**src/rtl/dsp_alu_pkg.sv**
```systemverilog
// Shared types and constants for the nibble-serial DSP ALU sequencer.
package dsp_alu_pkg;

  localparam int NIBBLE_W = 4;

  // Sequencer FSM states, 3-bit encoding.
  typedef enum logic [2:0] {
    S_IDLE   = 3'd0,
    S_OP     = 3'd1,
    S_GAP_A  = 3'd2,
    S_SEND_A = 3'd3,
    S_GAP_B  = 3'd4,
    S_SEND_B = 3'd5,
    S_WAIT   = 3'd6,
    S_RESP   = 3'd7
  } seq_state_t;

  // Opcodes as decoded by the ALU.
  localparam logic [NIBBLE_W-1:0] OP_NOP = 4'h0;
  localparam logic [NIBBLE_W-1:0] OP_ADD = 4'h1;
  localparam logic [NIBBLE_W-1:0] OP_SUB = 4'h2;
  localparam logic [NIBBLE_W-1:0] OP_AND = 4'h3;
  localparam logic [NIBBLE_W-1:0] OP_OR  = 4'h4;
  localparam logic [NIBBLE_W-1:0] OP_XOR = 4'h5;

endpackage

```
**src/rtl/dsp_alu_nibble_tx.sv**
```systemverilog
// One-nibble transmitter: a start pulse produces one registered strobe
// cycle carrying the nibble, then the gap counter runs down; done is high
// in the last gap cycle so the next start lands exactly GAP_CYCLES later.
module dsp_alu_nibble_tx
  import dsp_alu_pkg::*;
#(
  parameter int GAP_CYCLES = 1
) (
  input  logic                clk,
  input  logic                reset_n,
  input  logic                start,
  input  logic [NIBBLE_W-1:0] nibble,
  output logic                process,
  output logic [NIBBLE_W-1:0] data,
  output logic                done
);

  logic [2:0] gap_cnt;

  // Strobe register and shared gap down-counter.
  always_ff @(posedge clk or negedge reset_n) begin
    if (!reset_n) begin
      process <= 1'b0;
      data    <= '0;
      gap_cnt <= 3'd0;
    end else if (start) begin
      process <= 1'b1;
      data    <= nibble;
      gap_cnt <= 3'(GAP_CYCLES);
    end else begin
      process <= 1'b0;
      data    <= '0;
      if (gap_cnt != 3'd0) begin
        gap_cnt <= gap_cnt - 3'd1;
      end
    end
  end

  assign done = (gap_cnt == 3'd1);

endmodule

```
**src/rtl/dsp_alu_sequencer.sv**
```systemverilog
// Drives the 4-bit sequential ALU: accepts a whole command, sends op/A/B
// as strobed nibbles, waits the ALU latency, then holds result and flags
// on a valid/ready response port. ALU pins lag the FSM state by one cycle
// because they come out of the transmitter's registers.
module dsp_alu_sequencer
  import dsp_alu_pkg::*;
#(
  parameter int GAP_CYCLES  = 1,
  parameter int WAIT_CYCLES = 2
) (
  input  logic                clk,
  input  logic                reset_n,
  input  logic                cmd_valid,
  output logic                cmd_ready,
  input  logic [NIBBLE_W-1:0] cmd_op,
  input  logic [NIBBLE_W-1:0] cmd_a,
  input  logic [NIBBLE_W-1:0] cmd_b,
  output logic                alu_process,
  output logic [NIBBLE_W-1:0] alu_data,
  input  logic [NIBBLE_W-1:0] alu_result,
  input  logic [NIBBLE_W-1:0] alu_flags,
  output logic                rsp_valid,
  input  logic                rsp_ready,
  output logic [NIBBLE_W-1:0] rsp_result,
  output logic [NIBBLE_W-1:0] rsp_flags,
  output logic                busy,
  output logic [7:0]          op_count
);

  seq_state_t          state, state_nxt;
  logic [NIBBLE_W-1:0] op_q, a_q, b_q;
  logic                tx_start;
  logic [NIBBLE_W-1:0] tx_nibble;
  logic                tx_done;
  logic [3:0]          wait_cnt;
  logic                wait_last;

  assign cmd_ready = (state == S_IDLE);
  assign busy      = (state != S_IDLE);
  assign wait_last = (state == S_WAIT) && (wait_cnt == 4'd1);

  // State register.
  always_ff @(posedge clk or negedge reset_n) begin
    if (!reset_n) begin
      state <= S_IDLE;
    end else begin
      state <= state_nxt;
    end
  end

  // Next state and transmitter requests.
  always_comb begin
    state_nxt = state;
    tx_start  = 1'b0;
    tx_nibble = '0;
    case (state)
      S_IDLE:   if (cmd_valid) state_nxt = S_OP;
      S_OP: begin
        tx_start  = 1'b1;
        tx_nibble = op_q;
        state_nxt = S_GAP_A;
      end
      S_GAP_A:  if (tx_done) state_nxt = S_SEND_A;
      S_SEND_A: begin
        tx_start  = 1'b1;
        tx_nibble = a_q;
        state_nxt = S_GAP_B;
      end
      S_GAP_B:  if (tx_done) state_nxt = S_SEND_B;
      S_SEND_B: begin
        tx_start  = 1'b1;
        tx_nibble = b_q;
        state_nxt = S_WAIT;
      end
      S_WAIT:   if (wait_last) state_nxt = S_RESP;
      S_RESP:   if (rsp_ready) state_nxt = S_IDLE;
      default:  state_nxt = S_IDLE;
    endcase
  end

  // Command capture; held unchanged until the sequencer is idle again.
  always_ff @(posedge clk) begin
    if (cmd_valid && cmd_ready) begin
      op_q <= cmd_op;
      a_q  <= cmd_a;
      b_q  <= cmd_b;
    end
  end

  dsp_alu_nibble_tx #(
    .GAP_CYCLES (GAP_CYCLES)
  ) u_tx (
    .clk     (clk),
    .reset_n (reset_n),
    .start   (tx_start),
    .nibble  (tx_nibble),
    .process (alu_process),
    .data    (alu_data),
    .done    (tx_done)
  );

  // ALU latency counter, response register and completion counter.
  always_ff @(posedge clk or negedge reset_n) begin
    if (!reset_n) begin
      wait_cnt   <= 4'd0;
      rsp_valid  <= 1'b0;
      rsp_result <= '0;
      rsp_flags  <= '0;
      op_count   <= 8'd0;
    end else begin
      if (state == S_SEND_B) begin
        wait_cnt <= 4'(WAIT_CYCLES);
      end else if ((state == S_WAIT) && (wait_cnt != 4'd0)) begin
        wait_cnt <= wait_cnt - 4'd1;
      end
      if (wait_last) begin
        rsp_valid  <= 1'b1;
        rsp_result <= alu_result;
        rsp_flags  <= alu_flags;
        op_count   <= op_count + 8'd1;
      end else if ((state == S_RESP) && rsp_ready) begin
        rsp_valid <= 1'b0;
      end
    end
  end

endmodule

```
**config.mk**
```make
export PLATFORM = sky130hd
export DESIGN_NAME = dsp_alu_sequencer
export DESIGN_NICKNAME = d
export VERILOG_FILES = /design/src/rtl/dsp_alu_pkg.sv /design/src/rtl/dsp_alu_nibble_tx.sv /design/src/rtl/dsp_alu_sequencer.sv
export SDC_FILE = /design/constraint.sdc
export NUM_CORES = 1
export LEC_CHECK = 0
export CAP_MARGIN = 15
export CORE_AREA = 2 2 71 73
export CTS_CLUSTER_DIAMETER = 60
export DETAILED_ROUTE_END_ITERATION = 7
export DIE_AREA = 0 0 73 75
export GPL_TIMING_DRIVEN = 0
export MAX_ROUTING_LAYER = met4
export PLACE_DENSITY = 0.69
export REMOVE_ABC_BUFFERS = 1
export SYNTH_ARGS = -nofsm -noshare
export SYNTH_HDL_FRONTEND = slang
export SYNTH_SLANG_ARGS = --single-unit
```
**constraint.sdc**
```tcl
create_clock -name clk -period 2.54 [get_ports clk]
set_clock_uncertainty 0.15 [all_clocks]
set_input_delay 0.508 -clock clk [delete_from_list [all_inputs] [get_ports clk]]
set_output_delay 0.508 -clock clk [all_outputs]
set_load 0.1 [all_outputs]
```
==> flow_summary.ini, run 1 <==
[outcome]
status = finished clean

[timing]
timing_max_transition_violations_final = 0
clock.fmax_mhz = 403
layout_worst_path_cycle_share_pct = 97.6
layout_min_cycle_time_ns = 2.48
worstMarginPinSlew_ns = 0.986
final-hold-violation-count = 0
grt_setup_unrepaired = yes
slew_headroom_pct = 34.0
finalSetupViolations = 0
setup_tns_ns = 0

[layout]
final_net_count = 234
area_growth_from_synthesis_to_layout_pct = 27.7
commonest_cells_after_routing_fill_and_taps_aside = sky130_fd_sc_hd__clkdlybuf4s50_1 (37), sky130_fd_sc_hd__dfrtp_1 (31), sky130_fd_sc_hd__edfxtp_1 (12)
post_route_cells_drive_above_1_share_pct = 13.2
layout.cells.most_common = sky130_fd_sc_hd__clkdlybuf4s50_1
nFillCells = 388
postLayoutCellArea_um2 = 2640
antenna_cells = 0

[floorplan]
fp-row-count = 25
design.die.area_um2 = 5480
die-width_um = 73
effective_utilization_at_floorplan_pct = 44.3
die_y_um = 75
boundaryPins = 48
design.core.area_um2 = 4660

[global_route]
grt_antenna_before_repair = 0
vias_in_the_first_global_route = 1383
grt_start_max_net_pins = 33
globalRoute.totalOverflow = 0
global_route_wire_length_before_repair_um = 6410
groute.usage.overall_pct = 16.4

[clocking]
cts_buffers = 5
ctsHoldBuffers = 0
clk_pin_slew_worst_paths_ns = 0.08
cts_num_sinks = 44
clkLatencyLatePin_ns = 0.29
cts_tree = done
clock-root-buffer = sky130_fd_sc_hd__clkbuf_8
clock_tree.htree_level_count = 2
max-clock-path-buffers = 2

[detailed_routing]
routedWlPerCell_um = 14.6
drtPass1Iterations = 4
final_antenna_net_count = 0
drt-total-wl_um = 3760
drc = 0
num_vias = 1312
routed_via_density = 5.09
drtIter0Drc = 71

[worst_setup_path]
critical_path.slowest_cell = sky130_fd_sc_hd__clkdlybuf4s50_1
worst-endpoint-arrival_ns = 1.82
r2r_slack_ns = 0.34
critPathTopFamily = buffers and inverters
worstSetupPathType = reg2out
timing.critical_path.required_ns = 1.88
timing.reg2reg.worst_path_depth = 5
number_of_buffer_and_inverter_instances_along_the_worst_setup_path = 1
crit_fanout = 3
worst_setup_path_start_kind = flip-flop
crit_path_cells = clkdlybuf4s50_1
cp_slowest_stage_delay_ns = 1.15
r2r-end = rsp_result[2]$_DFFE_PN0P_
crit_end_category = primary output
critical_path.reg2reg.startpoint = wait_cnt[1]$_DFFE_PN0P_

[placed_design]
final_hpwl_dp_um = 2760
postPlaceCellArea_um2 = 2560
buffer_ports.inserted = 47
routabilityCongestion = 0.677

[logic_synthesis]
synth-async-reset-ratio_pct = 72.7
synth-seq-area-share_pct = 56.2
synth_top_cell_by_area = sky130_fd_sc_hd__dfrtp_1
synth_top_area_share_pct = 38.8
synthFlopType = sky130_fd_sc_hd__dfrtp_1
synth.yosys.warnings = 0
synthXorXnorAreaFrac_pct = 3.39
ys_ff_latch = 44
ys_types = 41
avgSynthCellArea_um2 = 13.3
ys_top_cells_by_area = sky130_fd_sc_hd__dfrtp_1 (39%), sky130_fd_sc_hd__edfxtp_1 (17%), sky130_fd_sc_hd__mux2_4 (6.5%), sky130_fd_sc_hd__ha_1 (4.2%), sky130_fd_sc_hd__mux2i_1 (3.4%)
post_synthesis_mux_area_share_pct = 10.5
synth_enable_flop_cells = 12
mappedNetlistArea_um2 = 2070
synth_simple_gate_area_share_pct = 16.7
synth_top_family_by_area = simple AND/OR/NAND/NOR gates
synth_area_in_compound_gates_pct = 5.88
syn-instance-count = 155
synth_adder_area_share_pct = 4.24

[flow_run]
cap_violations = 0

[min_path]
class_of_the_worst_hold_path = in2async
layer usage:
layer	track usage (%)	share of wire [%]	vias to the layer above	wire (µm)
met5	-	0	-	0
met4	7.20	1.8	0	67
met3	4.55	4.6	5	173
met2	26.5	54	34	2030
met1	19.1	40	633	1490
li1	-	-	640	-
worst max-delay path by stage:
stage,from,cells after the start,end
2_1_floorplan,state[1]$_DFFE_PN0P_,2,busy
3_3_place_gp,state[1]$_DFFE_PN0P_,2,cmd_ready
3_5_place_dp,state[1]$_DFFE_PN0P_,2,cmd_ready
4_1_cts,op_count[5]$_DFFE_PN0P_,1,op_count[5]
5_1_grt,state[2]$_DFFE_PN0P_,3,busy
6_report,rsp_valid$_DFFE_PN0P_,1,rsp_valid
per-stage QoR:
| step | hold slack [ns] | std cells | setup slack, ns | util, % |
|---|---|---|---|---|
| after global routing | 0.165 | 258 | -0.0152 | 56.6 |
| after global placement | 0.309 | 250 | -0.258 | 55.0 |
| after CTS | 0.138 | 258 | 0.0111 | 56.4 |
| after floorplan | 0.0624 | 149 | -2.10 | - |
| after detailed placement | 0.308 | 250 | -0.293 | 54.8 |
| final | 0.118 | 258 | 0.0616 | 56.6 |
logic make-up after synthesis:
family / Yosys count
adders and majority gates: 7
buffers and inverters: 12
muxes: 17
DFF: 44
xor gates and xnor gates: 8
and+or+nand+nor: 50
AOI/OAI and AO/OA: 17
cells in the mapped netlist, types with 3 or more instances:
master / instances
sky130_fd_sc_hd__xnor2_1: 3
sky130_fd_sc_hd__a21boi_0: 4
sky130_fd_sc_hd__edfxtp_1: 12
sky130_fd_sc_hd__nor2_1: 5
sky130_fd_sc_hd__ha_1: 7
sky130_fd_sc_hd__o21ai_0: 4
sky130_fd_sc_hd__mux2_4: 9
sky130_fd_sc_hd__nand2_1: 10
sky130_fd_sc_hd__inv_1: 6
sky130_fd_sc_hd__dfrtp_1: 32
sky130_fd_sc_hd__xor2_1: 5
sky130_fd_sc_hd__nand2b_1: 4
sky130_fd_sc_hd__nand3_1: 7
sky130_fd_sc_hd__mux2i_1: 7
sequential cells by signal (all words and copies together), names as in the netlist:
name,cells
op_count,8
a_q,4
b_q,4
op_q,4
rsp_flags,4
rsp_result,4
u_tx.data,4
wait_cnt,4
state,3
u_tx.gap_cnt,3
rsp_valid,1
u_tx.process,1
layout make-up:
cell class,count,area (µm²),share of cell area [%]
clock buffer,7,76.3,2.89
clock inverter,1,5.00,0.190
inverter,6,22.5,0.854
multi-input combinational,99,840,31.8
sequential,44,1160,44.1
tap,54,67.6,2.56
timing repair buffer,47,464,17.6
timing repair:
| action | 4_1_cts | 5_1_grt |
|---|---|---|
| setup endpoints to repair | 6 | 4 |
| setup buffers | 0 | 0 |
| gates resized for setup | 13 | 4 |
| pin swaps | 0 | 0 |
Power of run 1 is not shown: default switching activity piles up to over one toggle a cycle in this logic, so the estimate is an artifact.
==> inputs of run 2 (changes only) <==
--- a/config.mk
+++ b/config.mk
@@ -5,15 +5,18 @@
 export SDC_FILE = /design/constraint.sdc
 export NUM_CORES = 1
 export LEC_CHECK = 0
+export ABC_AREA = 1
 export CAP_MARGIN = 15
-export CORE_AREA = 2 2 71 73
+export CORE_AREA = 2 2 70 72
+export CTS_BUF_LIST = sky130_fd_sc_hd__clkbuf_8
 export CTS_CLUSTER_DIAMETER = 60
 export DETAILED_ROUTE_END_ITERATION = 7
-export DIE_AREA = 0 0 73 75
+export DIE_AREA = 0 0 72 74
 export GPL_TIMING_DRIVEN = 0
 export MAX_ROUTING_LAYER = met4
 export PLACE_DENSITY = 0.69
 export REMOVE_ABC_BUFFERS = 1
+export SLEW_MARGIN = 20
 export SYNTH_ARGS = -nofsm -noshare
 export SYNTH_HDL_FRONTEND = slang
 export SYNTH_SLANG_ARGS = --single-unit
==> flow_summary.ini, run 2 <==
[layout]
antenna_cells = 0
area_growth_from_synthesis_to_layout_pct = 31.5
commonest_cells_after_routing_fill_and_taps_aside = sky130_fd_sc_hd__nand2_1 (85), sky130_fd_sc_hd__clkdlybuf4s50_1 (37), sky130_fd_sc_hd__dfrtp_1 (32)
nFillCells = 395
top_register = op_count
post_route_cells_drive_above_1_share_pct = 7.12
postLayoutCellArea_um2 = 2610
layout.cells.most_common = sky130_fd_sc_hd__nand2_1
largest_register_ff_count = 8
final_net_count = 297

[clocking]
max-clock-path-buffers = 2
clock_tree.htree_level_count = 2
cts_tree = done
clkLatencyLatePin_ns = 0.29
clk_pin_slew_worst_paths_ns = 0.07
cts_buffers = 5
post_cts_buffers = 0
cts_num_sinks = 44
clock-root-buffer = sky130_fd_sc_hd__clkbuf_8

[global_route]
grt_start_max_net_pins = 33
globalRoute.totalOverflow = 0
vias_in_the_first_global_route = 1417
grt_antenna_before_repair = 0
global_route_wire_length_before_repair_um = 6200
groute.usage.overall_pct = 15.4

[worst_setup_path]
worst-endpoint-arrival_ns = 1.83
worst_setup_path_start_kind = flip-flop
critPathTopFamily = buffers and inverters
crit_path_start = op_count[1]$_DFFE_PN0P_
cp_slowest_stage_delay_ns = 1.15
timing.critical_path.required_ns = 1.88
crit_end_category = primary output
worstSetupPathType = reg2out
crit_fanout = 4
number_of_buffer_and_inverter_instances_along_the_worst_setup_path = 1
critical_path.reg2reg.startpoint = state[2]$_DFFE_PN0P_
critical_path.slowest_cell = sky130_fd_sc_hd__clkdlybuf4s50_1
crit_path_cells = clkdlybuf4s50_1

[timing]
slew_headroom_pct = 33.3
layout_min_cycle_time_ns = 2.49
final-hold-violation-count = 0
worstMarginPinSlew_ns = 0.997
clock.fmax_mhz = 402
finalHoldWorstSlack_ns = 0.0120
layout_worst_path_cycle_share_pct = 98.0
timing_max_transition_violations_final = 0
finalSetupViolations = 0
timing.final.ws_setup_ns = 0.0512
grt_setup_unrepaired = no

[detailed_routing]
routedWlPerCell_um = 10.9
num_vias = 1501
routed_via_density = 4.68
drt-total-wl_um = 3510
drtPass1Iterations = 4
final_antenna_net_count = 0
drc = 0
drtIter0Drc = 54

[min_path]
class_of_the_worst_hold_path = in2async

[logic_synthesis]
synth_top_cell_by_area = sky130_fd_sc_hd__dfrtp_1
mappedNetlistArea_um2 = 1980
syn-instance-count = 214
synth_commonest_cells = sky130_fd_sc_hd__nand2_1 (85), sky130_fd_sc_hd__dfrtp_1 (32), sky130_fd_sc_hd__inv_1 (20)
synth-async-reset-ratio_pct = 72.7
synth.yosys.warnings = 0
synth_top_area_share_pct = 40.4
synth_enable_flop_cells = 12
yosysMostFrequentCell = sky130_fd_sc_hd__nand2_1
synthFlopType = sky130_fd_sc_hd__dfrtp_1
synth-seq-area-share_pct = 58.5
ys_ff_latch = 44
ys_top_cells_by_area = sky130_fd_sc_hd__dfrtp_1 (40%), sky130_fd_sc_hd__edfxtp_1 (18%), sky130_fd_sc_hd__nand2_1 (16%), sky130_fd_sc_hd__ha_1 (4.4%), sky130_fd_sc_hd__inv_1 (3.8%)
ys_types = 25
avgSynthCellArea_um2 = 9.27

[floorplan]
die-width_um = 72
boundaryPins = 48
design.die.area_um2 = 5330
die_y_um = 74
design.core.area_um2 = 4600
effective_utilization_at_floorplan_pct = 43.2
fp-row-count = 25

[flow_run]
cap_violations = 0

[power_and_ir_drop]
irDropWorstVdd_uv = 646
pwr_dens_nw_per_um2 = 1300
power_leakage_nw = 1.31

[placed_design]
final_hpwl_dp_um = 2570
routabilityCongestion = 0.748
pre_cts_slack_ns = -0.140
buffer_ports.inserted = 47
postPlaceCellArea_um2 = 2520

[outcome]
status = finished clean
-- run 2: cell count changes in the layout (fill, tap and decap cells not counted), sizes merged, moves of 4 or more --
cell / change
a21boi: -6
inv: +17
mux2: -10
mux2i: -7
nand2: +77
nand2b: -4
nand3: +10
nor2: +10
or2: -4
-- run 2: cells by family (layout without fill, tap and decap cells) --
| group | after synthesis | after routing | synth area share, % |
|---|---|---|---|
| adder cells (fa/ha/maj) | 7 | 7 | 4.41 |
| AO/OA/AOI/OAI | 8 | 8 | 2.21 |
| XOR/XNOR | 4 | 4 | 1.77 |
| AND/OR/NAND/NOR | 127 | 127 | 28.1 |
| flip-flops | 44 | 44 | 58.5 |
| buffers and inverters | 24 | 77 | 5.04 |
-- run 2: per-stage QoR --
stage | power (mW) | setup TNS, ns | utilization (%) | cells
2_1_floorplan | 2.57 | -21.25 | - | 211
3_3_place_gp | 3.00 | -0.242 | 54.4 | 312
3_5_place_dp | 3.02 | -0.239 | 54.7 | 313
4_1_cts | 3.42 | 0 | 56.5 | 321
5_1_grt | 3.61 | 0 | 56.7 | 321
6_report | 3.39 | 0 | 56.7 | 321
-- run 2: metal layers --
metal,share of wire [%],routed length (µm),track usage (%)
met1,44,1550,19.3
met2,49,1710,24.5
met3,6.8,240,4.07
met4,0.23,8,5.45
met5,0,0,-
-- run 2: power breakdown --
| group | switching [mW] | internal (mW) | total [mW] |
|---|---|---|---|
| clock | 0.214 | 0.183 | 0.397 |
| sequential | 0.162 | 0.946 | 1.11 |
| combinational | 1.42 | 0.464 | 1.88 |
| total | 1.79 | 1.59 | 3.39 |
-- run 2: what timing repair did --
| item | in CTS | in global routing |
|---|---|---|
| resized for setup | 8 | 5 |
| hold buffers | 0 | 0 |
| pin swaps | 0 | 0 |
| setup endpoints to repair | 4 | 5 |
-- run 2: worst paths after layout --
kind                                                to  slack [ns]  cells past startpoint
min in group clk                u_tx.data[0]$_DFF_PN0_        0.31                      2
setup reg to reg                      b_q[0]$_DFFE_PP_        0.40                      5
hold / removal                rsp_flags[1]$_DFFE_PN0P_        0.01                      2
max in group asynchronous  u_tx.gap_cnt[2]$_DFFE_PN0P_        2.05                      2
hold reg to reg                 u_tx.data[0]$_DFF_PN0_        0.31                      2
setup / recovery                           op_count[1]        0.05                      1
-- run 2: layout make-up --
type	instances	area, µm²	area share [%]
clock buffer	5	68.8	2.64
sequential	44	1160	44.5
tap	54	67.6	2.59
inverter	21	78.8	3.02
multi-input combinational	146	723	27.7
timing repair buffer	48	498	19.1
clock inverter	3	11.3	0.432
No activity file was read; power rests on OpenSTA's default activity.
